**src/rtl/sat_pkg.sv**
```systemverilog
`default_nettype none
// ============================================================================
// Module      : sat_pkg
// Description : Shared types, constants and helpers for the shift-address
//               remap table (sat_remap_table and its sub-blocks).
//               - sat_addr_t      : address type for the default table depth
//               - SAT_PEND_W      : width of the pending-swap counter
//               - sat_reset_entry : reset contents of table/inverse entry i
// Revision    : 1.0 - initial release
// ============================================================================
package sat_pkg;

    localparam int SAT_DEPTH  = 8;
    localparam int SAT_AW     = $clog2(SAT_DEPTH);
    localparam int SAT_PEND_W = 4;

    typedef logic [SAT_AW-1:0] sat_addr_t;

    // The reset map swaps entries 0 and 1 so that slot 0 (the spare) starts
    // out holding physical group 1; every other entry is identity.
    function automatic int sat_reset_entry(input int i);
        if (i == 0)
            return 1;
        else if (i == 1)
            return 0;
        else
            return i;
    endfunction

endpackage
`default_nettype wire

```
**src/rtl/sat_pend_cnt.sv**
```systemverilog
`default_nettype none
// ============================================================================
// Module      : sat_pend_cnt
// Description : Saturating up/down counter of queued swap requests with a
//               sticky overflow flag.
// Ports       : clk, rst    - clock, synchronous active-high reset
//               i_inc       - refresh-done event (count up)
//               i_dec       - swap executed (count down); caller guarantees
//                             it is only asserted when the count is non-zero
//               o_cnt       - current pending count
//               o_ovf       - sticky, set when an increment hits saturation
// Parameters  : PEND_MAX    - saturation value, 1..15
// Revision    : 1.0 - initial release
// ============================================================================
module sat_pend_cnt
    import sat_pkg::*;
#(
    parameter int PEND_MAX = 3
) (
    input  logic                  clk,
    input  logic                  rst,
    input  logic                  i_inc,
    input  logic                  i_dec,
    output logic [SAT_PEND_W-1:0] o_cnt,
    output logic                  o_ovf
);

    localparam logic [SAT_PEND_W-1:0] c_pend_max = SAT_PEND_W'(PEND_MAX);

    logic [SAT_PEND_W-1:0] r_cnt;
    logic                  r_ovf;

    always_ff @(posedge clk) begin
        if (rst) begin
            r_cnt <= '0;
            r_ovf <= 1'b0;
        end else if (i_inc && !i_dec) begin
            // A simultaneous decrement frees a slot, so saturation only
            // applies to a lone increment.
            if (r_cnt == c_pend_max)
                r_ovf <= 1'b1;
            else
                r_cnt <= r_cnt + 1'b1;
        end else if (i_dec && !i_inc) begin
            r_cnt <= r_cnt - 1'b1;
        end
    end

    assign o_cnt = r_cnt;
    assign o_ovf = r_ovf;

endmodule
`default_nettype wire

```
**src/rtl/sat_remap_table.sv**
```systemverilog
`default_nettype none
// ============================================================================
// Module      : sat_remap_table
// Description : Shift-address table mapping logical row groups to physical
//               ones. Each executed swap exchanges the spare slot (entry 0)
//               with entry ptr, then walks ptr down DEPTH-1..1 cyclically.
//               Refresh-done events are queued in a saturating counter and
//               executed one per cycle while hold is low.
// Ports       : clk, rst        - clock, synchronous active-high reset
//               waddr / raddr   - logical write/read lookup addresses
//               any_ref_done    - one-cycle pulse per completed refresh
//               hold            - blocks swap execution while high
//               waddr_o/raddr_o - physical addresses, combinational lookup
//               swap_done       - registered pulse the cycle after a swap
//               pend_cnt        - queued swaps not yet executed
//               ovf             - sticky, a refresh event was dropped
//               epoch           - committed-swap count, wraps at 256
//               paddr / laddr_o - physical-to-logical lookup (optional)
// Options     : SAT_REVERSE_LUT_EN - adds the registered inverse table and
//               the paddr/laddr_o ports.
// Revision    : 1.0 - initial release
// ============================================================================
module sat_remap_table
    import sat_pkg::*;
#(
    parameter  int DEPTH    = 8,
    parameter  int PEND_MAX = 3,
    localparam int AW       = $clog2(DEPTH)
) (
    input  logic                  clk,
    input  logic                  rst,
    input  logic [AW-1:0]         waddr,
    input  logic [AW-1:0]         raddr,
    input  logic                  any_ref_done,
    input  logic                  hold,
`ifdef SAT_REVERSE_LUT_EN
    input  logic [AW-1:0]         paddr,
    output logic [AW-1:0]         laddr_o,
`endif
    output logic [AW-1:0]         waddr_o,
    output logic [AW-1:0]         raddr_o,
    output logic                  swap_done,
    output logic [SAT_PEND_W-1:0] pend_cnt,
    output logic                  ovf,
    output logic [7:0]            epoch
);

    localparam logic [AW-1:0] c_ptr_first = AW'(1);
    localparam logic [AW-1:0] c_ptr_last  = AW'(DEPTH - 1);

    logic [AW-1:0]         r_sr [DEPTH];
    logic [AW-1:0]         r_ptr;
    logic [7:0]            r_epoch;
    logic                  r_swap_done;
    logic [SAT_PEND_W-1:0] w_pend_cnt;
    logic                  w_ovf;
    logic                  w_swap_fire;

    assign w_swap_fire = (w_pend_cnt != '0) && !hold;

    sat_pend_cnt #(
        .PEND_MAX (PEND_MAX)
    ) u_pend_cnt (
        .clk   (clk),
        .rst   (rst),
        .i_inc (any_ref_done),
        .i_dec (w_swap_fire),
        .o_cnt (w_pend_cnt),
        .o_ovf (w_ovf)
    );

    // Table, pointer and epoch. Both table writes read the pre-edge values,
    // so the exchange keeps the table a permutation.
    always_ff @(posedge clk) begin
        if (rst) begin
            for (int i = 0; i < DEPTH; i++)
                r_sr[i] <= AW'(sat_reset_entry(i));
            r_ptr       <= c_ptr_first;
            r_epoch     <= '0;
            r_swap_done <= 1'b0;
        end else begin
            r_swap_done <= w_swap_fire;
            if (w_swap_fire) begin
                r_sr[r_ptr] <= r_sr[0];
                r_sr[0]     <= r_sr[r_ptr];
                r_ptr       <= (r_ptr == c_ptr_first) ? c_ptr_last : r_ptr - 1'b1;
                r_epoch     <= r_epoch + 8'd1;
            end
        end
    end

`ifdef SAT_REVERSE_LUT_EN
    logic [AW-1:0] r_inv [DEPTH];

    // Physical group sr[0] moves to logical slot ptr, and sr[ptr] to slot 0.
    always_ff @(posedge clk) begin
        if (rst) begin
            for (int i = 0; i < DEPTH; i++)
                r_inv[i] <= AW'(sat_reset_entry(i));
        end else if (w_swap_fire) begin
            r_inv[r_sr[0]]     <= r_ptr;
            r_inv[r_sr[r_ptr]] <= '0;
        end
    end

    assign laddr_o = r_inv[paddr];
`endif

    assign waddr_o   = r_sr[waddr];
    assign raddr_o   = r_sr[raddr];
    assign swap_done = r_swap_done;
    assign pend_cnt  = w_pend_cnt;
    assign ovf       = w_ovf;
    assign epoch     = r_epoch;

endmodule
`default_nettype wire

```
**config.mk**
```make
export PLATFORM = sky130hd
export DESIGN_NAME = sat_remap_table
export DESIGN_NICKNAME = d
export VERILOG_FILES = /design/src/rtl/sat_pkg.sv /design/src/rtl/sat_pend_cnt.sv /design/src/rtl/sat_remap_table.sv
export SDC_FILE = /design/constraint.sdc
export NUM_CORES = 1
export LEC_CHECK = 0
export ABC_AREA = 1
export CAP_MARGIN = 0
export CORE_ASPECT_RATIO = 1.4
export CORE_UTILIZATION = 50
export DETAILED_ROUTE_END_ITERATION = 8
export PLACE_DENSITY = 0.75
export SLEW_MARGIN = 30
export SYNTH_ARGS = -nofsm -noshare
export SYNTH_HDL_FRONTEND = slang
export SYNTH_SLANG_ARGS = --single-unit
export TNS_END_PERCENT = 100
```
**constraint.sdc**
```tcl
create_clock -name clk -period 1.8 [get_ports clk]
set_input_delay 0.45 -clock clk [delete_from_list [all_inputs] [get_ports clk]]
set_output_delay 0.45 -clock clk [all_outputs]
set_load 0.05 [all_outputs]
```
# Yosys cells after proc, flatten, opt, wreduce, memory -nomap -nowiden
# Memories as Yosys holds them, arrays and structs flattened. A register that Yosys moved wholly into a read port is not among the register bits.
# Cells that the tools add are included.
# W data, S select, Z words.
[classes]
eq_ne = 4
mux = 23
n_bitwise = 4
addsub = 4
n_reduce_logical = 11
[op_table]
columns = ["op", "count"]
rows = [
  ["$mux W3", 14],
  ["$mux W4", 3],
  ["$add A8 B1 Y8 const B", 1],
  ["$mux W1", 6],
  ["$add A4 B1 Y4 const B", 1],
  ["$eq A4 B2 Y1 const B", 1],
  ["$reduce_and A2 Y1", 2],
  ["$reduce_bool A4 Y1", 1],
  ["$sub A4 B1 Y4 const B", 1],
  ["$eq A3 B1 Y1 const B", 1],
  ["$eq A3 B3 Y1 const B", 1],
  ["$logic_and A1 B1 Y1", 3],
  ["$logic_not A1 Y1", 3],
  ["$reduce_or A3 Y1", 1],
  ["$sub A3 B1 Y3 const B", 1],
  ["$and A1 B1 Y1", 2],
  ["$ne A2 B2 Y1 const B", 1],
  ["$reduce_bool A2 Y1", 1],
  ["$not A1 Y1", 1],
  ["$or A1 B1 Y1", 1],
]
[totals]
n_memories = 1
reg_bits = 17
ramBits = 24
out_inout_bits = 20
in_bits = 10
[memory_table]
columns = ["name", "words", "width", "rd", "rd_clocked_by_memory_dff", "wr", "line", "source"]
rows = [
  ["r_sr", 8, 3, 4, 1, 8, "sat_remap_table.sv:51", "logic [AW-1:0] r_sr [DEPTH];"],
]

# Logic depth before layout (Yosys ltp)
# Gate-level depths: netlist (run 1).
[depth]
depth_word = 10
mapped_depth = 14
depth_no_buf = 14

# Hierarchy
# Synthesis (run 1) repeated with hierarchy kept, for this count alone.
[hier_totals]
hier_cells = 369
hier_area_um2 = 2705.1
[by_module_without_submodules]
columns = ["module", "n_inst", "seq_area_each_um2", "area_per_inst_um2", "cells_per_inst"]
rows = [
  ["sat_remap_table", 1, 1021.0, 2361.0, 320],
  ["sat_pend_cnt", 1, 100.1, 344.1, 49],
]

# Worst setup path before layout (run 1)
# OpenSTA, ideal clock, no wires.
[synth_timing]
kind = "input -> output"
startpoint = "in raddr[0]"
endpoint = "out raddr_o[1]"
required_time_ns = 1.350
cell_stages = 5
n_path_buf = 2
arrival_time_ns = 1.894
setup_slack_ns = -0.544
cell_sequence = "buf_2 > clkbuf_1 > a21oi_1 > o21ai_0 > a31oi_1"
[synth_between]
elab_chain_cells = 1
[synth_rtl]
columns = ["element", "line", "source"]
rows = [
  ["start: declaration", "sat_remap_table.sv:33", "input logic [AW-1:0] raddr,"],
  ["$mem_v2 Z8 W3", "n/a", ""],
  ["end: declaration", "sat_remap_table.sv:41", "output logic [AW-1:0] raddr_o,"],
]
# Every way passes these cells.

# Final worst setup path (run 1)
[layout_timing]
startpoint = "in waddr[0]"
endpoint = "out waddr_o[0]"
[layout_between]
elab_chain_cells = 1
[layout_rtl]
columns = ["element", "line", "source"]
rows = [
  ["start: declaration", "sat_remap_table.sv:32", "input logic [AW-1:0] waddr,"],
  ["$mem_v2 Z8 W3", "n/a", ""],
  ["end: declaration", "sat_remap_table.sv:40", "output logic [AW-1:0] waddr_o,"],
]
# Every way passes these cells.

==> results of run 1 <==
[what timing repair did]
item | 4_1_cts | 5_1_grt
pin swaps | 13 | 7
setup endpoints to repair | 7 | 7
gates resized for setup | 60 | 20
buffers inserted | 1 | 1
gates cloned | 3 | 0
[kinds of logic (layout without fill, tap and decap cells)]
group,Yosys count,after routing,share of synthesized area
flip-flops,44,44,0.444
XOR/XNOR,3,3,0.0104
adder cells (fa/ha/maj),7,7,0.0376
buffers and inverters,50,112,0.0797
AND/OR/NAND/NOR,132,132,0.235
AO/OA/AOI/OAI,89,89,0.193
[cells in the mapped netlist]
cell type  instances  area share
inv_2              1      0.0015
nand4_1            1      0.0025
nand2_2            6       0.015
nor3_1             1      0.0020
edfxtp_1          24        0.29
o22ai_1            1      0.0025
nor2_2             2      0.0050
o211ai_1          10       0.030
o21a_1             1      0.0030
fa_1               1      0.0079
clkbuf_1           5      0.0074
nor2_8             1      0.0079
xnor2_1            3       0.010
a21oi_1           37       0.073
buf_6              1      0.0045
a21boi_0           1      0.0030
nand2_4            2      0.0089
inv_1             38       0.056
nand2_1           59       0.088
dfxtp_1           20        0.16
nand3_1           23       0.046
a31oi_1            7       0.017
o31ai_1            1      0.0030
ha_1               6       0.030
buf_2              5      0.0099
nor2_1            35       0.052
nor2_4             2      0.0089
o21ai_0           31       0.061
[per-stage QoR]
step	cell area [um^2]	setup TNS (ns)	instances	utilization
global route	3550	-0.755	451	0.734
global placement	3250	-11.96	438	0.672
detailed placement	3250	-13.06	438	0.672
finish	3550	-0.257	451	0.734
floorplan	2670	-0.0748	325	-
CTS	3490	-0.230	450	0.720
[area by class of cell]
class,count,area share
multi-input cells,231,0.402
flip-flops and latches,44,0.319
repair buffers,65,0.177
inverters,39,0.0426
well taps,64,0.0225
clock buffers,6,0.0204
clock inverters,2,0.0169
[state kept, by name, indices dropped and copies added, names as in the netlist, named ones only]
| signal | count |
|---|---|
| r_sr | 24 |
| epoch | 8 |
| u_pend_cnt.o_cnt | 4 |
| r_ptr | 3 |
| swap_done | 1 |
| u_pend_cnt.o_ovf | 1 |
[per-layer routing]
layer | vias to the layer above | GRT usage | routed length [um]
met2 | 95 | 0.495 | 3760
met5 | - | 0 | 0
li1 | 1217 | - | -
met1 | 1182 | 0.268 | 2240
met4 | 0 | 0.162 | 324
met3 | 31 | 0.0392 | 266
[final timing paths]
path,to,slack [ns]
worst min-delay path,u_pend_cnt.o_ovf$_SDFFE_PP0P_,0.47
worst max-delay path,waddr_o[0],-0.08
worst max register to register,u_pend_cnt.o_cnt[3]$_SDFFE_PP0P_,0.10
worst min register to register,u_pend_cnt.o_ovf$_SDFFE_PP0P_,0.47
[power by group]
part | internal (mW) | switching, mW
logic | 0.790 | 1.30
registers | 1.27 | 0.230
clock network | 0.554 | 0.312
==> qor.yml, run 1 <==
outcome: "finished, violations left"
violations: "negative setup slack"
layout_commonest_cell: "nand2_1"
netlist_area_um2: 2530
hp-start: "u_pend_cnt.o_ovf$_SDFFE_PP0P_"
drc: 0
antenna_found_initial: 0
htree_levels: 2
cts_tree: "done"
crit_start: "waddr[0]"
regArea_um2: 1130
row_count: 30
cts_buffers: 5
cp_max_fo: 6
postSynthCellCount: 325
syn_nets: 342
start_util: 0.522
maxSlewViolCount: 0
final_hold_viol_count: 0
setup_ws_ns: -0.0810
final_cell_mix: "nand2_1, buf_4, a21oi_1, inv_1, nor2_1"
fp.dieArea_um2: 5340
crit_buf_inv: 3
drive_gt1_frac: 0.336
yosysWarnings: 0
finalCriticalPeriod_ns: 1.88
tightest_slew_ns: 0.414
r2r-start: "u_pend_cnt.o_cnt[1]$_SDFFE_PP0P_"
cts-root-buf: "clkbuf_8"
ir_worst_vdd_mv: 1.06
multi_input_area_um2: 1430
critPathMaxStageDelay_ns: 0.17
rsz0062_at_grt: "yes"
area_delta_synth_final_pct: 40.6
clockBufferDepth: 2
finalPower_mw: 4.46
fp.coreArea_um2: 4840
p_leak_nw: 1.45
cp-end-kind: "primary output"
holdPathStages: 1
ys_types: 28
io_pins: 30
die_h_um: 86.1
start_kind: "input pin"
wl_per_cell_um: 14.6
crit_slowest_cell: "a31oi_4"
worstPathArrival_ns: 1.43
cp.depth: 8
path_clk_slew_ns: 0.07
rr_worst_depth: 14
criticalPathCategory: "input pin to primary output"
setup_violations: 6
fin_crit_sh: 1.05
holdCritPathClass: "flop to flop"
routed_via_density: 5.60
port_buffers: 29
ctsHoldBuffers: 0
drt_iter0_drc: 131
required_ns: 1.35
ys_seq_area_frac: 0.444
overflow: 0
place_hpwl_um: 4710
ant_nets: 0
track_usage: 0.270
dieWidth_um: 62.1
critical_path.top_delay_family: "compound AO/OA/AOI/OAI gates"
ys_ff_latch: 44
avgSynthCellArea_um2: 7.77
wl_um: 6600
n_antenna_cell: 0
grt_max_degree: 16
grt_pass1_wl_um: 10600
p_per_area_nw_per_um2: 1260
crit_path_cell_trace: "clkbuf_4 -> inv_2 -> a21oi_2 -> o21ai_2 -> nand2_2 -> nor2_4 -> a31oi_4 -> buf_12"
clock-sinks: 44
clock.fmax_mhz: 532
whs_ns: 0.469
nets: 403
slew_headroom: 0.723
gp_congestion: 0.937
routed-via-count: 2525
grt_pass1_vias: 2389
n_fill_cell: 339
max-cap-violations: 0
clkLatencyLatePin_ns: 0.29
post-place-ws_ns: -0.508
fin_skew_ns: 0.00646
firstDrtPassIters: 4
(Power assumes the default switching activity.)
==> run 2, diff against run 1 <==
--- a/config.mk
+++ b/config.mk
@@ -10,7 +10,9 @@
 export CORE_ASPECT_RATIO = 1.4
 export CORE_UTILIZATION = 50
 export DETAILED_ROUTE_END_ITERATION = 8
+export HOLD_SLACK_MARGIN = 0.1
 export PLACE_DENSITY = 0.75
+export SKIP_LAST_GASP = 1
 export SLEW_MARGIN = 30
 export SYNTH_ARGS = -nofsm -noshare
 export SYNTH_HDL_FRONTEND = slang
==> run 2 against run 1 <==
  * The flow still finishes with violations (negative setup slack)
  * Routed wire length up 0.47%
  * Sequential power hardly changed
  * Largest cell class unchanged
  * Worst hold slack unchanged
  * Clock skew is essentially flat
  * Utilization shrank 0.077 points
  * Fmax fell by 0.18%
  * Die area unchanged
  * Count of clock-buffer cells in the layout is the same
  * Largest power group unchanged
  * Final cell count unchanged
==> qor.yml, run 2 (synthesis results as in run 1) <==
die_h_um: 86.1  # unchanged
overflow: 0  # unchanged
firstDrtPassIters: 4  # unchanged
clock-sinks: 44  # unchanged
required_ns: 1.35  # about the same
n_fill_cell: 341  # was 339
placedCellCount: 438  # unchanged
finalCriticalPeriod_ns: 1.88  # about the same
port_buffers: 29  # unchanged
final_cells: 451  # unchanged
fin_skew_ns: 0.00644  # was 0.00646 ns
hp-start: "u_pend_cnt.o_ovf$_SDFFE_PP0P_"  # unchanged
wl_um: 6630  # was 6600 um
grt_pass1_vias: 2389  # unchanged
drive_gt1_frac: 0.333  # was 0.336
setup_ws_ns: -0.0844  # was -0.0810 ns
io_pins: 30  # unchanged
violations: "negative setup slack"  # unchanged
path_clk_slew_ns: 0.07  # about the same
track_usage: 0.270  # unchanged
r2r-start: "u_pend_cnt.o_cnt[1]$_SDFFE_PP0P_"  # unchanged
maxSlewViolCount: 0  # unchanged
grt_pass1_wl_um: 10600  # unchanged
ctsHoldBuffers: 0  # unchanged
place_hpwl_um: 4710  # unchanged
p_per_area_nw_per_um2: 1260  # about the same
cp-end-kind: "primary output"  # unchanged
fin_setup_tns_ns: -0.303  # was -0.257 ns
grt_max_degree: 16  # unchanged
crit_start: "waddr[0]"  # unchanged
htree_levels: 2  # unchanged
final_cell_mix: "nand2_1, buf_4, inv_1, a21oi_1, nor2_1"  # was nand2_1, buf_4, a21oi_1, inv_1, nor2_1
dieWidth_um: 62.1  # unchanged
crit_path_cell_trace: "clkbuf_4 -> inv_2 -> a21oi_2 -> o21ai_2 -> nand2_2 -> nor2_4 -> a31oi_4 -> buf_12"  # unchanged
outcome: "finished, violations left"  # unchanged
largest_register_ffs: 24  # unchanged
ir_worst_vdd_mv: 1.06  # about the same
whs_ns: 0.469  # unchanged
gp_congestion: 0.937  # unchanged
regArea_um2: 1130  # unchanged
cts_tree: "done"  # unchanged
p_leak_nw: 1.45  # about the same
wirelength_met1_um: 2240  # about the same
start_kind: "input pin"  # unchanged
final_hold_viol_count: 0  # unchanged
wl_met3_um: 273  # was 266 um
row_count: 30  # unchanged
n_antenna_cell: 0  # unchanged
holdCritPathClass: "flop to flop"  # unchanged
nets: 403  # unchanged
fp.coreArea_um2: 4840  # unchanged
fp.dieArea_um2: 5340  # unchanged
slew_headroom: 0.723  # about the same
criticalPathCategory: "input pin to primary output"  # unchanged
drt_iter0_drc: 135  # was 131
critPathMaxStageDelay_ns: 0.17  # about the same
clockBufferDepth: 2  # unchanged
rsz0062_at_grt: "yes"  # unchanged
tightest_slew_ns: 0.415  # was 0.414 ns
cp_max_fo: 6  # unchanged
multi_input_area_um2: 1430  # unchanged
top_layer: "met4"  # unchanged
setup_violations: 6  # unchanged
met2_length_um: 3800  # was 3760 um
worstPathArrival_ns: 1.43  # about the same
area_delta_synth_final_pct: 40.5  # was 40.6%
wl_per_cell_um: 14.7  # was 14.6 um
drc: 0  # unchanged
clock.fmax_mhz: 531  # was 532 MHz
start_util: 0.522  # unchanged
ant_nets: 0  # unchanged
finalInstanceArea_um2: 3550  # about the same
cts-root-buf: "clkbuf_8"  # unchanged
routed-via-count: 2522  # was 2525
layout_commonest_cell: "nand2_1"  # unchanged
placed_area_um2: 3250  # unchanged
clkLatencyLatePin_ns: 0.29  # about the same
crit_slowest_cell: "a31oi_4"  # unchanged
regMostFlops: "r_sr"  # unchanged
antenna_found_initial: 0  # unchanged
max-cap-violations: 0  # unchanged
fin_crit_sh: 1.05  # about the same
routed_via_density: 5.59  # was 5.60
cts_buffers: 5  # unchanged
run 2: cell counts in the layout (fill, tap and decap cells not counted):
Identical to the previous run, type by type.
run 2: timing repair:
action,4_1_cts,5_1_grt
resized for setup,57,20
gates cloned,3,0
buffers inserted,1,1
pin swaps,13,7
setup endpoints to repair,7,7
run 2: final timing paths:
check                           slack [ns]                                to  depth (start not counted)
worst max-delay path                 -0.08                        waddr_o[0]                          8
worst min-delay path                  0.47     u_pend_cnt.o_ovf$_SDFFE_PP0P_                          1
worst max register to register        0.10  u_pend_cnt.o_cnt[3]$_SDFFE_PP0P_                         14
worst min register to register        0.47     u_pend_cnt.o_ovf$_SDFFE_PP0P_                          1
run 2: area by class of cell:
class                   instances  area share
clock buffers                   6      0.0205
clock inverters                 2      0.0169
inverters                      39      0.0427
multi-input cells             231       0.402
flip-flops and latches         44       0.319
well taps                      64      0.0226
repair buffers                 65       0.176
run 2: where the power goes:
part / switching (mW) / internal, mW / leakage [nW]
Combinational: 1.30 / 0.789 / 1.01
Sequential: 0.229 / 1.27 / 0.374
Clock: 0.312 / 0.554 / 0.0654
run 2: through the flow:
stage / setup WS (ns) / power, mW / utilization
floorplan: -0.0731 / 2.76 / -
global placement: -0.489 / 3.37 / 0.672
detailed placement: -0.508 / 3.42 / 0.672
CTS: -0.0711 / 4.38 / 0.719
global route: -0.149 / 4.71 / 0.733
finish: -0.0844 / 4.46 / 0.733
run 2: layer usage:
metal	global-route usage	vias up
met5	0	-
met4	0.162	0
met3	0.0392	29
met2	0.495	91
met1	0.268	1185
li1	-	1217
run 2: worst max-delay path, delay by kind of cell:
family                 cells  cell delay [ns]
AO/OA/AOI/OAI              3             0.41
buffers and inverters      3             0.39
AND/OR/NAND/NOR            2             0.18
